--- src/rtl/dmem_pkg.sv ---
// Shared definitions for the data-memory controller:
// MMIO byte offsets, FSM states and the lane-mask helper.
package dmem_pkg;

  localparam logic [7:0] OFS_CYCLE   = 8'h00;
  localparam logic [7:0] OFS_TOHOST  = 8'h04;
  localparam logic [7:0] OFS_CONSOLE = 8'h08;

  typedef enum logic {
    ST_RUN  = 1'b0,
    ST_HALT = 1'b1
  } dmem_st_e;

  function automatic logic [31:0] lane_mask(
    input logic [3:0] l
  );
    return {{8{l[3]}}, {8{l[2]}},
            {8{l[1]}}, {8{l[0]}}};
  endfunction

endpackage

--- src/rtl/dmem_ctrl_con_fifo.sv ---
// Synchronous FIFO for console bytes.
// Ports: clk/rstn, i_push/i_din, i_pop, o_dout, o_full, o_empty, o_count.
module con_fifo #(
  parameter int DW    = 8,
  parameter int DEPTH = 4
) (
  input  logic                     clk,
  input  logic                     rstn,
  input  logic                     i_push,
  input  logic [DW-1:0]            i_din,
  input  logic                     i_pop,
  output logic [DW-1:0]            o_dout,
  output logic                     o_full,
  output logic                     o_empty,
  output logic [$clog2(DEPTH):0]   o_count
);

  localparam int PW = $clog2(DEPTH);

  logic [DW-1:0] r_mem [DEPTH];
  logic [PW:0]   r_wp;
  logic [PW:0]   r_rp;
  logic          w_pop;
  logic          w_push;

  assign o_empty = (r_wp == r_rp);
  assign o_full  = (r_wp[PW] != r_rp[PW]) &&
                   (r_wp[PW-1:0] == r_rp[PW-1:0]);
  assign o_count = r_wp - r_rp;

  // A pop frees the slot in the same cycle,
  // so a push into a full FIFO is fine then.
  assign w_pop  = i_pop & ~o_empty;
  assign w_push = i_push & (~o_full | w_pop);

  assign o_dout = o_empty ? '0 : r_mem[r_rp[PW-1:0]];

  always_ff @(posedge clk or negedge rstn) begin
    if (!rstn) begin
      r_wp <= '0;
      r_rp <= '0;
    end else begin
      if (w_push) r_wp <= r_wp + 1'b1;
      if (w_pop)  r_rp <= r_rp + 1'b1;
    end
  end

  always_ff @(posedge clk) begin
    if (w_push) r_mem[r_wp[PW-1:0]] <= i_din;
  end

endmodule

--- src/rtl/dmem_ctrl.sv ---
// Data-memory controller: core data port to SRAM plus MMIO window
// (CYCLE, TOHOST, CONSOLE). Ports: dat_* core, sram_* SRAM, con_* drain, halt/exit_code.
import dmem_pkg::*;

module dmem_ctrl #(
  parameter int              AW          = 14,
  parameter logic [15:0]     MMIO_BASE   = 16'hFF00,
  parameter int              CFIFO_DEPTH = 4
) (
  input  logic          clk,
  input  logic          rstn,
  input  logic [15:0]   dat_a,
  input  logic [3:0]    dat_we,
  input  logic [31:0]   dat_wd,
  input  logic [3:0]    dat_re,
  output logic [31:0]   dat_rd,
  output logic [AW-1:0] sram_a,
  output logic          sram_e,
  output logic [3:0]    sram_we,
  output logic [31:0]   sram_wd,
  input  logic [31:0]   sram_rd,
  output logic          con_vld,
  output logic [7:0]    con_data,
  input  logic          con_rdy,
  output logic          halt,
  output logic [31:0]   exit_code
);

  localparam int CW = $clog2(CFIFO_DEPTH) + 1;

  dmem_st_e    r_state;
  dmem_st_e    w_state_nxt;
  logic        w_load_exit;
  logic [31:0] r_exit;
  logic [31:0] r_cycle;
  logic        r_ovf;
  logic [31:0] r_mask;
  logic        r_src_mmio;
  logic [31:0] r_mmio_rd;

  logic        w_wr;
  logic        w_rd;
  logic        w_mmio;
  logic [7:0]  w_ofs;
  logic        w_sel_cycle;
  logic        w_sel_tohost;
  logic        w_sel_console;
  logic [31:0] w_mmio_rd;
  logic        w_tohost_wr;
  logic        w_push;
  logic        w_pop;
  logic        w_full;
  logic        w_empty;
  logic [CW-1:0] w_count;
  logic [3:0]  w_cnt4;
  logic        w_unused;

  assign w_unused = ^dat_a[1:0];

  assign w_wr   = |dat_we;
  // Write wins over a simultaneous read.
  assign w_rd   = ~w_wr & |dat_re;
  assign w_mmio = (dat_a[15:8] == MMIO_BASE[15:8]);
  assign w_ofs  = {dat_a[7:2], 2'b00};

  assign w_sel_cycle   = w_mmio & (w_ofs == OFS_CYCLE);
  assign w_sel_tohost  = w_mmio & (w_ofs == OFS_TOHOST);
  assign w_sel_console = w_mmio & (w_ofs == OFS_CONSOLE);

  assign halt      = (r_state == ST_HALT);
  assign exit_code = r_exit;

  // SRAM side
  assign sram_a  = rstn ? dat_a[AW+1:2] : '0;
  assign sram_e  = rstn & ~w_mmio & (w_wr | |dat_re);
  assign sram_we = (rstn & ~w_mmio & ~halt) ? dat_we : 4'b0;
  assign sram_wd = rstn ? dat_wd : '0;

  // MMIO read mux
  assign w_cnt4 = 4'(w_count);

  always_comb begin
    w_mmio_rd = '0;
    unique case (1'b1)
      w_sel_cycle:   w_mmio_rd = r_cycle;
      w_sel_tohost:  w_mmio_rd = r_exit;
      w_sel_console: w_mmio_rd = {r_ovf, 27'b0, w_cnt4};
      default:       w_mmio_rd = '0;
    endcase
  end

  // Read return pipeline
  always_ff @(posedge clk or negedge rstn) begin
    if (!rstn) begin
      r_mask     <= '0;
      r_src_mmio <= 1'b0;
      r_mmio_rd  <= '0;
    end else begin
      r_mask     <= w_rd ? lane_mask(dat_re) : '0;
      r_src_mmio <= w_mmio;
      r_mmio_rd  <= w_mmio_rd;
    end
  end

  assign dat_rd = (r_src_mmio ? r_mmio_rd : sram_rd) & r_mask;

  // Run/halt FSM
  assign w_tohost_wr = w_sel_tohost & w_wr & |dat_wd;

  always_comb begin
    w_state_nxt = r_state;
    w_load_exit = 1'b0;
    unique case (r_state)
      ST_RUN: begin
        if (w_tohost_wr) begin
          w_state_nxt = ST_HALT;
          w_load_exit = 1'b1;
        end
      end
      ST_HALT: w_state_nxt = ST_HALT;
      default: w_state_nxt = ST_RUN;
    endcase
  end

  always_ff @(posedge clk or negedge rstn) begin
    if (!rstn) begin
      r_state <= ST_RUN;
      r_exit  <= '0;
    end else begin
      r_state <= w_state_nxt;
      if (w_load_exit) r_exit <= dat_wd;
    end
  end

  always_ff @(posedge clk or negedge rstn) begin
    if (!rstn) r_cycle <= '0;
    else if (!halt) r_cycle <= r_cycle + 32'd1;
  end

  // Console FIFO
  assign w_push  = w_sel_console & dat_we[0] & ~halt;
  assign w_pop   = con_vld & con_rdy;
  assign con_vld = ~w_empty;

  always_ff @(posedge clk or negedge rstn) begin
    if (!rstn) r_ovf <= 1'b0;
    else if (w_push & w_full & ~w_pop) r_ovf <= 1'b1;
  end

  con_fifo #(
    .DW    (8),
    .DEPTH (CFIFO_DEPTH)
  ) u_fifo (
    .clk     (clk),
    .rstn    (rstn),
    .i_push  (w_push),
    .i_din   (dat_wd[7:0]),
    .i_pop   (w_pop),
    .o_dout  (con_data),
    .o_full  (w_full),
    .o_empty (w_empty),
    .o_count (w_count)
  );

endmodule

--- config.mk ---
export PLATFORM = sky130hd
export DESIGN_NAME = dmem_ctrl
export DESIGN_NICKNAME = d
export VERILOG_FILES = /design/src/rtl/dmem_pkg.sv /design/src/rtl/dmem_ctrl_con_fifo.sv /design/src/rtl/dmem_ctrl.sv
export SDC_FILE = /design/constraint.sdc
export NUM_CORES = 1
export LEC_CHECK = 0
export ABC_CLOCK_PERIOD_IN_PS = 3000
export BUFFER_PORTS_ARGS = -buffer_cell sky130_fd_sc_hd__buf_4
export CAP_MARGIN = 20
export CORE_MARGIN = 1
export CORE_UTILIZATION = 53
export CTS_BUF_LIST = sky130_fd_sc_hd__clkbuf_8
export DETAILED_ROUTE_END_ITERATION = 16
export HOLD_SLACK_MARGIN = 0.05
export PLACE_DENSITY = 0.83
export SYNTH_ARGS = -nofsm -noshare
export SYNTH_HDL_FRONTEND = slang
export SYNTH_HIERARCHICAL = 1
export SYNTH_SLANG_ARGS = --single-unit
--- constraint.sdc ---
create_clock -name clk -period 3 [get_ports clk]
set_input_delay 0.6 -clock clk [delete_from_list [all_inputs] [get_ports clk]]
set_output_delay 0.6 -clock clk [all_outputs]
set_load 0.05 [all_outputs]
==> metrics.txt <==
Min-Delay Path Depth 1; top cell type's share of synthesized area 0.400; Worst path top cell family by delay buffers and inverters; vias per cell 5.34; R2R setup slack 0.64 ns; Overall Power 4.74 mW; die footprint ~0.013 mm^2; CTS tree done; number of library cell types mapped by synthesis 48; Max Slew Vio Count 0; setup total negative slack 0 ns; gpl congestion ~0.80; first-pass GRT wire length 25800 um; grt met3 use 0.0476; worst path arrival time between 2 and 2.5 ns; sequential-to-total area share from yosys stat 0.541; hold endpoint u_fifo/r_mem[3][4]$_DFFE_PP_; Vert. Die Dim 115 um; die span in x about 120 um; violation count after the first detailed-routing iteration 179; asr flop ratio synth 0.773; reg2reg start u_fifo/r_wp[0]$_DFFE_PN0P_; leading cell types in the layout, fill and taps excluded buf_4 (223), dfrtp_1 (108), and2_1 (55); worst vdd ir between 0.0002 and 0.0003 V; GRT Max-Usage Layer met2; min cycle time layout between 2 and 3 ns; Synth Warn # 6; #FFs+latches synth 141; initial core utilization 0.543; outcome complete, no violations; Mean Syn Cell Area 12.8 um^2; Slew @ Worst Pin 0.828 ns; RSZ-0062 raised after global routing no; worst min-delay path startpoint dat_wd[4]; Num Clock Sinks 141; Reg area around 0.0037 mm^2; Final Hold Violating Endpoints 0; P&R area growth vs syn 31.9%; drt pass-1 iters 4; # diodes 0; worst path cell trace dlygate4sd3_1 -> buf_6 -> o21ai_0 -> nor2_1 -> and2_1 -> buf_4; Fmax achieved 0.351 GHz; Critical Path End Type output pin; crit path kind input pin to output pin; ANT nets after route 0; DRC violations left 0; I/O Pins 216; hold slack 0.395 ns; row count a little over 40; GR Util met1 0.323; initial antenna violation count 0; worst skew pair latency 0.44 ns; GRT Overall Usage 0.257; fillcell total 906; max cap viols 0; WL/cell about 17 um; vias in the first global route 5127; met2 usage 0.454; largest net degree at the start of global routing 43; Req. time, crit path roughly 2.4 ns; skew final 0.0132 ns; Remaining Overflow, GRT 0; RR Endpoint u_fifo/r_mem[1][2]$_DFFE_PP_; FF-to-FF path depth 7; P_leak 4.27 nW; Max FO, Critical Path 42; EDFF count, synth 32; HP Class input pin to flip-flop; Longest Clk Path Bufs 2; slowest stage delay, CP 0.54 ns; port bufs roughly 210; syn nets 635; most common cell after layout, fill and taps aside buf_4; CTS clk-pin slew, worst paths roughly 0.080 ns; max_slew headroom 0.448; Final period util 0.949; Buf/Inv on CP 3; largest area contributor in the netlist dfrtp_1; area of the multi-input gates roughly 0.003 mm^2; core box area 0.0126 mm^2; Num CTS Buffers 17; CTS Root Buffer Type clkbuf_8; top post-synthesis cells by area dfrtp_1 (40%), edfxtp_1 (14%), mux2i_1 (5.3%), and2_1 (5.0%), mux2_1 (5.0%); dpl cell area ~0.0086 mm^2; synthesized area 0.00682 mm^2; Cells after Synth roughly 540; nets 856; post_cts resized 0; total number of vias approximately 5000; startpoint class of the critical path input pin; layout cells sized above 1 0.380; Worst path slowest cell dlygate4sd3_1; routed wire length 16400 um; pwr dens 527 mW/mm^2; Detail Placement HPWL 12400 um; Most used DFF post-synth dfrtp_1; Final setup viols 0; final instance area 0.00900 mm^2; htree depth 4
## synthesized netlist by cell type (9+ instances only)
library cell  count
clkbuf_1         11
nand4_1          17
xor2_1            9
mux2_1           30
a22o_1           20
nand3_1          12
nand2_1          18
nor2b_1          43
mux2i_1          36
dfrtp_1         109
xnor2_1          27
edfxtp_1         32
and2_1           55
nor2_1            9
nor4_1           10
## registers in the layout (all words and copies together), names as in the netlist, 3 cells and up
register	flops
r_mask	4
u_fifo/r_rp	3
u_fifo/r_wp	3
r_cycle	32
u_fifo/r_mem	32
r_mmio_rd	32
exit_code	32
## cell type report
type                            count  area share
Inverter                            8     0.00334
Tap cell                          172      0.0239
Timing Repair Buffer              226       0.191
Multi-Input combinational cell    362       0.328
Clock inverter                     15      0.0182
Sequential cell                   141       0.410
Clock buffer                       17      0.0260
## worst register-to-register path: cells and delay by family (launching register included)
kind,cells,cell delay [ns]
DFF,1,0.39
and+or+nand+nor,4,0.96
adders and majority gates,1,0.34
AOI/OAI and AO/OA,1,0.25
buffers and inverters,1,0.11
## routing by layer
metal,share of wire,wire (um),vias to the layer above
li1,-,-,2363
met2,0.53,8700,159
met5,0,0,-
met1,0.41,6700,2482
met3,0.047,770,18
met4,0.013,219,0
## power by group
part	total [mW]	switching (mW)	leakage, nW	internal, mW
clock network	1.51	0.755	0.197	0.753
logic	1.23	0.761	2.28	0.470
registers	2.00	0.0203	1.79	1.98
## kinds of logic after synthesis
| family | share of synthesized area |
|---|---|
| simple gates | 0.179 |
| flops | 0.541 |
| mux | 0.138 |
| compound gates | 0.0523 |
| xor+xnor | 0.0462 |
| buf+inv | 0.0271 |
| fa+ha+maj | 0.0176 |
## stage by stage
step / util / cells / worst slack, ns
floorplan: - / 535 / 0.313
global placement: 0.683 / 908 / 0.367
detailed placement: 0.683 / 908 / 0.270
CTS: 0.715 / 940 / 0.280
global route: 0.716 / 941 / 0.0434
finish: 0.716 / 941 / 0.152
## how the worst max path moves through the flow
stage / end / cells after the start / slack [ns] / from
after global placement: u_fifo/r_mem[0][7]$_DFFE_PP_ / 6 / 0.37 / dat_a[4]
after detailed placement: u_fifo/r_mem[1][3]$_DFFE_PP_ / 6 / 0.27 / dat_a[4]
final: sram_we[2] / 6 / 0.15 / rstn
after global routing: sram_we[2] / 6 / 0.04 / rstn
after CTS: con_data[1] / 7 / 0.28 / u_fifo/r_wp[0]$_DFFE_PN0P_
after floorplan: con_data[0] / 6 / 0.31 / u_fifo/r_rp[1]$_DFFE_PN0P_
## repair_timing
action / in CTS / in global routing
endpoints found under the hold margin: 0 / 8
hold buffers: 0 / 1
buffers inserted: 0 / 0
No activity file was read; power rests on OpenSTA's default activity.
